## config.mk

```make
export PLATFORM = sky130hd
export DESIGN_NAME = sram_record_reader
export DESIGN_NICKNAME = d
export VERILOG_FILES = /design/src/rtl/gene_mem_pkg.sv /design/src/rtl/sram_halfword_fetch.sv /design/src/rtl/sram_record_reader.sv
export SDC_FILE = /design/constraint.sdc
export NUM_CORES = 1
export LEC_CHECK = 0
export CAP_MARGIN = 40
export CORE_MARGIN = 4
export CORE_UTILIZATION = 44
export DETAILED_ROUTE_END_ITERATION = 8
export PLACE_DENSITY = 0.93
export SETUP_SLACK_MARGIN = 0.4
export SKIP_CTS_REPAIR_TIMING = 1
export SLEW_MARGIN = 20
export SYNTH_ARGS = -nofsm -noshare
export SYNTH_HDL_FRONTEND = slang
export SYNTH_SLANG_ARGS = --single-unit
```

## constraint.sdc

```tcl
create_clock -name CLOCK_50 -period 3.7 [get_ports CLOCK_50]
set_clock_uncertainty 0.1 [all_clocks]
set_input_delay 0.74 -clock CLOCK_50 [delete_from_list [all_inputs] [get_ports CLOCK_50]]
set_output_delay 0.74 -clock CLOCK_50 [all_outputs]
set_load 0.02 [all_outputs]
```

## src/rtl/gene_mem_pkg.sv

```systemverilog
// Shared definitions for the SRAM record store: state encodings, SRAM data
// width, halfword-count derivation and the record layout used by writer and reader.
package gene_mem_pkg;

  localparam int SRAM_DATA_BITS = 16;

  // Record layout shared with the memory writer (gene, then timer, lowest halfword first)
  localparam int REC_WORD_BITS = 128;

  typedef enum logic [1:0] {
    T_IDLE,
    T_FETCH,
    T_PRESENT,
    T_DONE
  } top_state_t;

  typedef enum logic [1:0] {
    F_IDLE,
    F_SETUP,
    F_WAIT,
    F_CAPTURE
  } fetch_state_t;

  function automatic int hw_count(input int word_bits);
    return word_bits / SRAM_DATA_BITS;
  endfunction

  localparam int REC_HW = hw_count(REC_WORD_BITS);

endpackage

```

## src/rtl/sram_halfword_fetch.sv

```systemverilog
// Single-halfword SRAM read engine: owns the SRAM pins and the READ_WAIT counter.
// A req accepted in idle or capture starts SETUP; ack marks the capture cycle.
module sram_halfword_fetch
  import gene_mem_pkg::*;
#(
  parameter int ADDR_BITS = 20,
  parameter int BASE_ADDR = 0,
  parameter int READ_WAIT = 1
) (
  input  logic                 clk,
  input  logic                 rst_n,
  input  logic                 req,
  input  logic [ADDR_BITS-1:0] addr,
  output logic                 ack,
  output logic [15:0]          data,
  input  logic [15:0]          sram_dq,
  output logic [ADDR_BITS-1:0] sram_addr,
  output logic                 sram_ce_n,
  output logic                 sram_oe_n,
  output logic                 sram_ub_n,
  output logic                 sram_lb_n,
  output logic                 sram_we_n
);

  localparam logic [2:0] WAIT_LOAD = (READ_WAIT > 0) ? 3'(READ_WAIT - 1) : 3'd0;

  fetch_state_t         state_r, state_s;
  logic [2:0]           wait_cnt_r, wait_cnt_s;
  logic                 sel_n_r;
  logic [ADDR_BITS-1:0] addr_r;

  // Next phase of the current halfword access
  always_comb begin
    state_s    = state_r;
    wait_cnt_s = wait_cnt_r;
    case (state_r)
      F_IDLE: begin
        if (req) state_s = F_SETUP;
        else     state_s = F_IDLE;
      end
      F_SETUP: begin
        if (READ_WAIT == 0) begin
          state_s = F_CAPTURE;
        end else begin
          state_s    = F_WAIT;
          wait_cnt_s = WAIT_LOAD;
        end
      end
      F_WAIT: begin
        if (wait_cnt_r == 3'd0) state_s = F_CAPTURE;
        else                    wait_cnt_s = wait_cnt_r - 3'd1;
      end
      F_CAPTURE: begin
        if (req) state_s = F_SETUP;
        else     state_s = F_IDLE;
      end
      default: state_s = F_IDLE;
    endcase
  end

  // Phase register and registered pin drive; chip is selected for the whole access
  always_ff @(posedge clk or negedge rst_n) begin
    if (!rst_n) begin
      state_r    <= F_IDLE;
      wait_cnt_r <= 3'd0;
      sel_n_r    <= 1'b1;
      addr_r     <= ADDR_BITS'(BASE_ADDR);
    end else begin
      state_r    <= state_s;
      wait_cnt_r <= wait_cnt_s;
      sel_n_r    <= (state_s == F_IDLE);
      if (req && (state_r == F_IDLE || state_r == F_CAPTURE)) addr_r <= addr;
    end
  end

  assign ack       = (state_r == F_CAPTURE);
  assign data      = sram_dq;
  assign sram_addr = addr_r;
  assign sram_ce_n = sel_n_r;
  assign sram_oe_n = sel_n_r;
  assign sram_ub_n = sel_n_r;
  assign sram_lb_n = sel_n_r;
  assign sram_we_n = 1'b1;

endmodule

```

## src/rtl/sram_record_reader.sv

```systemverilog
// Reads rec_count wide records back from SRAM and presents them on a valid/ready port.
// Define READER_CHECKSUM_EN to build the running halfword checksum; otherwise checksum is 0.
module sram_record_reader
  import gene_mem_pkg::*;
#(
  parameter int WORD_BITS   = 128,
  parameter int ADDR_BITS   = 20,
  parameter int BASE_ADDR   = 0,
  parameter int READ_WAIT   = 1,
  parameter int MAX_RECORDS = 255
) (
  input  logic                 CLOCK_50,
  input  logic                 rst,
  input  logic                 start,
  input  logic [7:0]           rec_count,
  output logic [WORD_BITS-1:0] rec_data,
  output logic                 rec_valid,
  input  logic                 rec_ready,
  output logic [7:0]           rec_index,
  output logic                 busy,
  output logic                 done,
  output logic                 addr_wrap,
  output logic [15:0]          checksum,
  output logic [ADDR_BITS-1:0] SRAM_ADDRESS_O,
  inout  wire  [15:0]          SRAM_DATA_IO,
  output logic                 SRAM_UB_N_O,
  output logic                 SRAM_LB_N_O,
  output logic                 SRAM_WE_N_O,
  output logic                 SRAM_CE_N_O,
  output logic                 SRAM_OE_N_O
);

  localparam int                   HW       = hw_count(WORD_BITS);
  localparam int                   KW       = (HW > 1) ? $clog2(HW) : 1;
  localparam logic [KW-1:0]        K_LAST   = KW'(HW - 1);
  localparam logic [KW-1:0]        K_ONE    = KW'(1'b1);
  localparam logic [ADDR_BITS-1:0] BASE     = ADDR_BITS'(BASE_ADDR);
  localparam logic [ADDR_BITS-1:0] ADDR_ONE = ADDR_BITS'(1'b1);
  localparam logic [ADDR_BITS-1:0] ADDR_MAX = {ADDR_BITS{1'b1}};
  localparam logic [7:0]           MAX_CNT  = 8'(MAX_RECORDS);

  top_state_t           state_r, state_s;
  logic [7:0]           count_r, idx_r, count_in_s;
  logic [KW-1:0]        k_r;
  logic [ADDR_BITS-1:0] addr_r, fetch_addr_s;
  logic [WORD_BITS-1:0] data_r;
  logic                 valid_r, busy_r, done_r, wrap_r;
  logic                 req_s, ack_s, start_ok_s, accept_s, last_hw_s, last_rec_s;
  logic [15:0]          hw_data_s;

  // The reader never drives the shared data bus
  assign SRAM_DATA_IO = {16{1'bz}};

  sram_halfword_fetch #(
    .ADDR_BITS (ADDR_BITS),
    .BASE_ADDR (BASE_ADDR),
    .READ_WAIT (READ_WAIT)
  ) u_fetch (
    .clk       (CLOCK_50),
    .rst_n     (rst),
    .req       (req_s),
    .addr      (fetch_addr_s),
    .ack       (ack_s),
    .data      (hw_data_s),
    .sram_dq   (SRAM_DATA_IO),
    .sram_addr (SRAM_ADDRESS_O),
    .sram_ce_n (SRAM_CE_N_O),
    .sram_oe_n (SRAM_OE_N_O),
    .sram_ub_n (SRAM_UB_N_O),
    .sram_lb_n (SRAM_LB_N_O),
    .sram_we_n (SRAM_WE_N_O)
  );

  // Handshake qualifiers and the address handed to the fetch engine with each req
  always_comb begin
    count_in_s = (rec_count > MAX_CNT) ? MAX_CNT : rec_count;
    start_ok_s = (state_r == T_IDLE) && start;
    accept_s   = (state_r == T_PRESENT) && rec_ready;
    last_hw_s  = ack_s && (k_r == K_LAST);
    last_rec_s = (idx_r == count_r - 8'd1);
    if (state_r == T_IDLE) fetch_addr_s = BASE;
    else if (ack_s)        fetch_addr_s = addr_r + ADDR_ONE;
    else                   fetch_addr_s = addr_r;
  end

  // Record sequencing; req stays high so the next SETUP follows a CAPTURE back to back
  always_comb begin
    state_s = state_r;
    req_s   = 1'b0;
    case (state_r)
      T_IDLE: begin
        if (start && (count_in_s != 8'd0)) begin
          state_s = T_FETCH;
          req_s   = 1'b1;
        end else if (start) begin
          state_s = T_DONE;
        end else begin
          state_s = T_IDLE;
        end
      end
      T_FETCH: begin
        if (last_hw_s) begin
          state_s = T_PRESENT;
        end else begin
          state_s = T_FETCH;
          req_s   = 1'b1;
        end
      end
      T_PRESENT: begin
        if (rec_ready && last_rec_s) begin
          state_s = T_DONE;
        end else if (rec_ready) begin
          state_s = T_FETCH;
          req_s   = 1'b1;
        end else begin
          state_s = T_PRESENT;
        end
      end
      T_DONE:  state_s = T_IDLE;
      default: state_s = T_IDLE;
    endcase
  end

  // State, counters, record assembly and registered status outputs
  always_ff @(posedge CLOCK_50 or negedge rst) begin
    if (!rst) begin
      state_r <= T_IDLE;
      count_r <= 8'd0;
      idx_r   <= 8'd0;
      k_r     <= {KW{1'b0}};
      addr_r  <= BASE;
      data_r  <= {WORD_BITS{1'b0}};
      valid_r <= 1'b0;
      busy_r  <= 1'b0;
      done_r  <= 1'b0;
      wrap_r  <= 1'b0;
    end else begin
      state_r <= state_s;
      if (start_ok_s) begin
        count_r <= count_in_s;
        idx_r   <= 8'd0;
        k_r     <= {KW{1'b0}};
        addr_r  <= BASE;
        wrap_r  <= 1'b0;
      end else if (ack_s) begin
        data_r[16*int'(k_r) +: 16] <= hw_data_s;
        k_r    <= last_hw_s ? {KW{1'b0}} : k_r + K_ONE;
        addr_r <= addr_r + ADDR_ONE;
        if (addr_r == ADDR_MAX) wrap_r <= 1'b1;
      end else if (accept_s && !last_rec_s) begin
        idx_r <= idx_r + 8'd1;
      end
      valid_r <= (state_s == T_PRESENT);
      busy_r  <= (state_s != T_IDLE);
      done_r  <= (state_r == T_DONE);
    end
  end

`ifdef READER_CHECKSUM_EN
  logic [15:0] sum_r;

  // Running modulo-2^16 sum of every captured halfword
  always_ff @(posedge CLOCK_50 or negedge rst) begin
    if (!rst)            sum_r <= 16'h0000;
    else if (start_ok_s) sum_r <= 16'h0000;
    else if (ack_s)      sum_r <= sum_r + hw_data_s;
  end

  assign checksum = sum_r;
`else
  assign checksum = 16'h0000;
`endif

  assign rec_data  = data_r;
  assign rec_valid = valid_r;
  assign rec_index = idx_r;
  assign busy      = busy_r;
  assign done      = done_r;
  assign addr_wrap = wrap_r;

endmodule
```

Yosys cells after proc, flatten, opt, wreduce, memory -nomap -nowiden
Index checks and enable logic that the tools add are counted.

storage, ports and cells
  register bits = 199
  input port bits = 12
  output and inout bits = 197
  word-level logic and storage cells = 90

operators by class
  $add $sub $neg = 6
  order comparisons = 1
  equality and inequality tests = 12
  shifts and indexed selects = 2
  muxes and demuxes = 30
  bitwise logic cells = 1
  reduce and logical (&&, ||, !) cells = 24

operators with widths
  cell                                                                              count
  128-bit bitwise mux                                                               1
  16-bit by 33-bit variable shift with 128-bit output (first input constant)        1
  16-bit by 33-bit variable part select with 128-bit output (first input constant)  1
  20-bit two-way mux                                                                3
  7-bit negation with 33-bit output                                                 1
  8-bit two-way mux                                                                 4
  20-bit by 1-bit adder with 20-bit output (second input constant)                  1
  20-bit equality test (second input constant)                                      1
  2-bit two-way mux                                                                 6
  3-bit two-way mux                                                                 4
  2-bit equality test (second input constant)                                       5
  2-bit nonzero test                                                                5
  8-bit by 1-bit adder with 8-bit output (second input constant)                    1
  8-bit equality test                                                               1
  8-bit greater-than comparator (second input constant)                             1
  1-bit two-way mux                                                                 8
  2-bit case mux with 4 select lines                                                1
  2-bit AND reduction                                                               4
  8-bit nonzero test                                                                1
  8-bit by 1-bit subtractor with 8-bit output (second input constant)               1
  1-bit logical AND                                                                 7
  2-bit zero test                                                                   3
  2-bit case mux with 3 select lines                                                1
  3-bit case mux with 2 select lines                                                1
  12 further kinds                                                                  13

Logic depth before layout (Yosys ltp)
  depth in word-level cells = 9
  depth in mapped cells = 9
  depth with buffers taken out = 8

Cells and area by module
Synthesis repeated with hierarchy kept, for this count alone.

second synthesis, totals
  cells, all modules = 850
  area, all modules = 9100.0 um2

by module, submodules not included
  module               times used  cells an instance  area each (um2)  seq. area each (um2)
  sram_record_reader   1           754                7780.0           4329.2
  sram_halfword_fetch  1           96                 1320.0           651.9

Least setup slack after synthesis
No wires, ideal clock.

  kind = register to register
  start point = register count_r[0]
  end point = register u_fetch.addr_r[10], in the netlist u_fetch.sram_addr[10]
  library setup time = 0.125 ns
  data arrival time = 2.464 ns
  data required time = 3.475 ns
  slack = 1.011 ns
  cell stages (with the launch flop) = 10
  path buffers = 1
  period minus slack after synthesis = 2.689 ns
  path through = dfrtp_1 -> inv_1 -> ha_1 -> or3b_1 -> o31a_1 -> o2111ai_2 -> a211oi_2 -> o41ai_4 -> buf_6 -> mux2_4

on the way
  word-level cells in the longest chain between the ends = 6

RTL lines
  item                                         RTL line                   text
  start, declared                              sram_record_reader.sv:43   logic [7:0] count_r, idx_r, count_in_s;
  start signal, assigned                       sram_record_reader.sv:140  count_r <= count_in_s;
  8-bit by 1-bit subtractor with 8-bit output  sram_record_reader.sv:80   last_rec_s = (idx_r == count_r - 8'd1);
  8-bit equality test                          sram_record_reader.sv:80
  1-bit logical AND                            sram_record_reader.sv:110  if (rec_ready && last_rec_s) begin
  1-bit two-way mux                            sram_record_reader.sv:110
  1-bit case mux with 3 select lines           sram_record_reader.sv:90   case (state_r)
  1-bit logical AND                            sram_halfword_fetch.sv:72  if (req && (state_r == F_IDLE || state_r == F_CAPTURE)) addr_r <= addr;
  end signal, assigned                         sram_halfword_fetch.sv:67  addr_r <= ADDR_BITS'(BASE_ADDR);
  end signal, assigned                         sram_halfword_fetch.sv:72
  end, declared                                sram_halfword_fetch.sv:30  logic [ADDR_BITS-1:0] addr_r;

No other way between the ends.
A chain may end at the register's enable or synchronous reset.

Worst setup path in the final report
  start point = register count_r[0]
  end point = register u_fetch.addr_r[1], in the netlist u_fetch.sram_addr[1]

The elaborated chain is that of the path after synthesis.

==> metrics.md <==
| Metric | Value |
|---|---|
| Status | completed |
| Netlist cell types | 47 |
| Min Clock Period, post-route | 3.00 ns |
| Post-synth top cells | buf_4 (165), dfrtp_1 (70), nor2_1 (59) |
| Final Core Density | a little under half |
| Worst hold path class | input pin to async pin |
| Remaining DRCs | 0 |
| N_diodes | 0 |
| ANT nets after route | 0 |
| Chip Width | 114 µm |
| Core area | ~11000 µm² |
| Final Hold Fails | 0 |
| Cell count after synthesis | 528 |
| Cell with the most instances after synthesis | buf_4 |
| Area occupied by registers | 1780 µm² |
| P_leak | ~2.7 nW |
| Post-synthesis sequential area ratio | between 30 and 40% |
| Post-synth top area share | a little over a third |
| TritonCTS clock tree | yes |
| Setup TNS | 0 ns |
| CTS Sinks | 71 |
| Endpoint class of the critical path | flip-flop |
| Dpl hpwl | ~6800 µm |
| Yosys warns | 0 |
| Fillers | 994 |
| Largest net degree at the start of global routing | 30 |
| Drt first pass iters | 4 |
| Placer congestion estimate | 0.812 |
| Max-slew headroom | just under 60% |
| Critical path data arrival time | between 3 and 4 ns |
| Row count | 38 |
| EDFF count, synth | 0 |
| Cell Pwr Density | 661 nW/µm² |
| Top_reg_cell synth | dfrtp_1 |
| Port Buffer Count | 47 |
| CP Class | flip-flop to flip-flop |
| Maximum fanout along the worst path | 22 |
| Routed wire per std cell | 12.7 µm |
| Initial antenna violation count | 0 |
| Htree depth | 3 |
| VDD IR max | 0.000294 V |
| Vias in the first global route | approximately 3000 |
| Cell taking the most area after synthesis | dfrtp_1 |
| Syn-to-layout area delta | 5.65% |
| Die Y | 114 µm |
| Die area | 13000 µm² |
| GRT Util Overall | 13.5% |
| Slew Viols, Final | 0 |
| Mean Syn Cell Area | ~9.4 µm² |
| Worst Tran Pin Value | 0.625 ns |
| Max Fclk | 334 MHz |
| Vias per inst | between 4 and 5 |
| Layout Nets | between 500 and 600 |
| Unrepaired setup endpoints after global routing | no |
| Post-Syn Area | 4940 µm² |
| Async S/R FF share, synth | 100% |
| Initial Util | a little under half |
| Startpoint Class | flip-flop |
| Global-route wire length before repair | about 14000 µm |
| Clk root buf | clkbuf_16 |
| Most area-consuming cells after synthesis | dfrtp_1 (35%), buf_4 (25%), mux2_4 (5.5%), nor2_1 (4.5%), nand2_1 (3.6%) |
| CP required | approximately 3.8 ns |
| Layout cells sized above 1 | a little under a tenth |
| Worst-Skew Late Latency | 0.33 ns |
| Via count | 3186 |
| DRT iter0 DRCs | around 150 |
| # setup viols final | 0 |
| Synth Register Bits | 71 |
| Clk slew on worst S/H paths | roughly 0.060 ns |
| Total grt overflow | 0 |
| CTS Buf Count | 9 |
| Ports | between 200 and 250 |
| Crit share post-route | between 80% and 90% |
| CTS max path bufs | 2 |
| Total of max-cap violations | 0 |
| Post-Route WL | 9100 µm |
| Area taken by multi-input logic gates | approximately 2400 µm² |
worst max-delay path, cell delays in order, from the launching register on:
cell	delay [ns]
dfrtp_1	0.41
inv_1	0.10
ha_1	0.20
or3b_1	0.40
o31a_1	0.26
o2111ai_2	0.23
a211oi_2	0.10
o41ai_4	0.28
buf_4	0.41
mux2_2	0.38
state kept, by name (all words and copies together), names as in the netlist, 2 cells and up:
| signal | flops |
|---|---|
| rec_index | 8 |
| u_fetch.state_r | 2 |
| u_fetch.sram_addr | 20 |
| addr_r | 20 |
| state_r | 2 |
| k_r | 3 |
| count_r | 8 |
| u_fetch.wait_cnt_r | 3 |
cell type report:
cell class,instances,area share [%]
Clock buffer,10,4.58
Clock inverter,6,1.29
Inverter,16,1.15
Multi-Input combinational cell,423,45.8
Sequential cell,71,34.1
Tap cell,140,3.36
Timing Repair Buffer,53,9.78
where the power goes:
part / leakage, nW / internal, mW / switching (mW) / total (mW)
registers: 0.947 / 0.968 / 0.173 / 1.14
logic: 1.56 / 0.608 / 0.840 / 1.45
clock network: 0.145 / 0.541 / 0.319 / 0.861
cell usage in the layout, fill, tap and decap left out, types with 2 or more instances in the layout:
cell type / netlist / final
conb_1: 2 / 161
dfrtp_1: 70 / 70
nor2_1: 59 / 59
nand2_1: 47 / 47
clkdlybuf4s50_1: 0 / 46
xnor2_1: 19 / 19
mux2_4: 18 / 18
inv_1: 16 / 16
nand3_1: 14 / 14
mux2i_1: 11 / 11
ha_1: 11 / 11
nor3_1: 10 / 10
clkbuf_16: 0 / 9
nand2b_1: 8 / 8
nand4_1: 7 / 7
xor2_1: 7 / 7
o21ai_0: 6 / 6
buf_4: 165 / 6
nand3b_1: 4 / 4
a21oi_1: 4 / 4
and3_1: 4 / 4
and4_1: 3 / 3
mux2_2: 3 / 3
nor4_1: 2 / 2
and2_1: 2 / 2
a21o_1: 2 / 2
o211ai_1: 2 / 2
or4_1: 2 / 2
o31ai_1: 2 / 2
clkinvlp_4: 0 / 2
stage by stage:
| step | setup slack, ns | instances | area (µm²) | hold slack [ns] | total power, mW |
|---|---|---|---|---|---|
| after floorplan | 1.01 | 687 | 5540 | 0.344 | 2.39 |
| after global placement | 0.713 | 703 | 4910 | 0.376 | 2.54 |
| after detailed placement | 0.628 | 703 | 4910 | 0.396 | 2.59 |
| after CTS | 0.716 | 719 | 5220 | 0.347 | 3.46 |
| after global routing | 0.594 | 719 | 5220 | 0.374 | 3.66 |
| final | 0.705 | 719 | 5220 | 0.332 | 3.45 |
worst paths after layout:
check / cells past startpoint / slack, ns / to / start
max in group asynchronous: 2 / 2.33 / u_fetch.sram_ce_n / rst
hold reg to reg: 1 / 0.40 / u_fetch.wait_cnt_r[0] / u_fetch.wait_cnt_r[0]
min in group CLOCK_50: 1 / 0.40 / u_fetch.wait_cnt_r[0] / u_fetch.wait_cnt_r[0]
setup reg to reg: 9 / 0.70 / u_fetch.sram_addr[1] / count_r[0]
setup / recovery: 9 / 0.70 / u_fetch.sram_addr[1] / count_r[0]
hold / removal: 1 / 0.33 / u_fetch.sram_addr[7] / rst
layer usage:
metal	GRT usage, %	vias to the layer above	part of all wire, %
li1	-	1482	-
met1	16.4	1542	40
met2	23.4	147	51
met3	3.29	15	7.1
met4	4.75	0	1.6
met5	0	-	0
cells by family (layout without fill, tap and decap cells):
| family | Yosys count | in the layout | share of synthesized area (%) |
|---|---|---|---|
| buffers and inverters | 193 | 85 | 27.7 |
| and+or+nand+nor | 169 | 169 | 16.3 |
| DFF | 71 | 71 | 36.0 |
| muxes | 32 | 32 | 8.38 |
| xor gates and xnor gates | 26 | 26 | 4.61 |
| AOI/OAI and AO/OA | 24 | 24 | 4.10 |
| adders and majority gates | 11 | 11 | 2.79 |
| other | 2 | 161 | 0.152 |
Note: power is estimated with default switching activity, not from simulation.
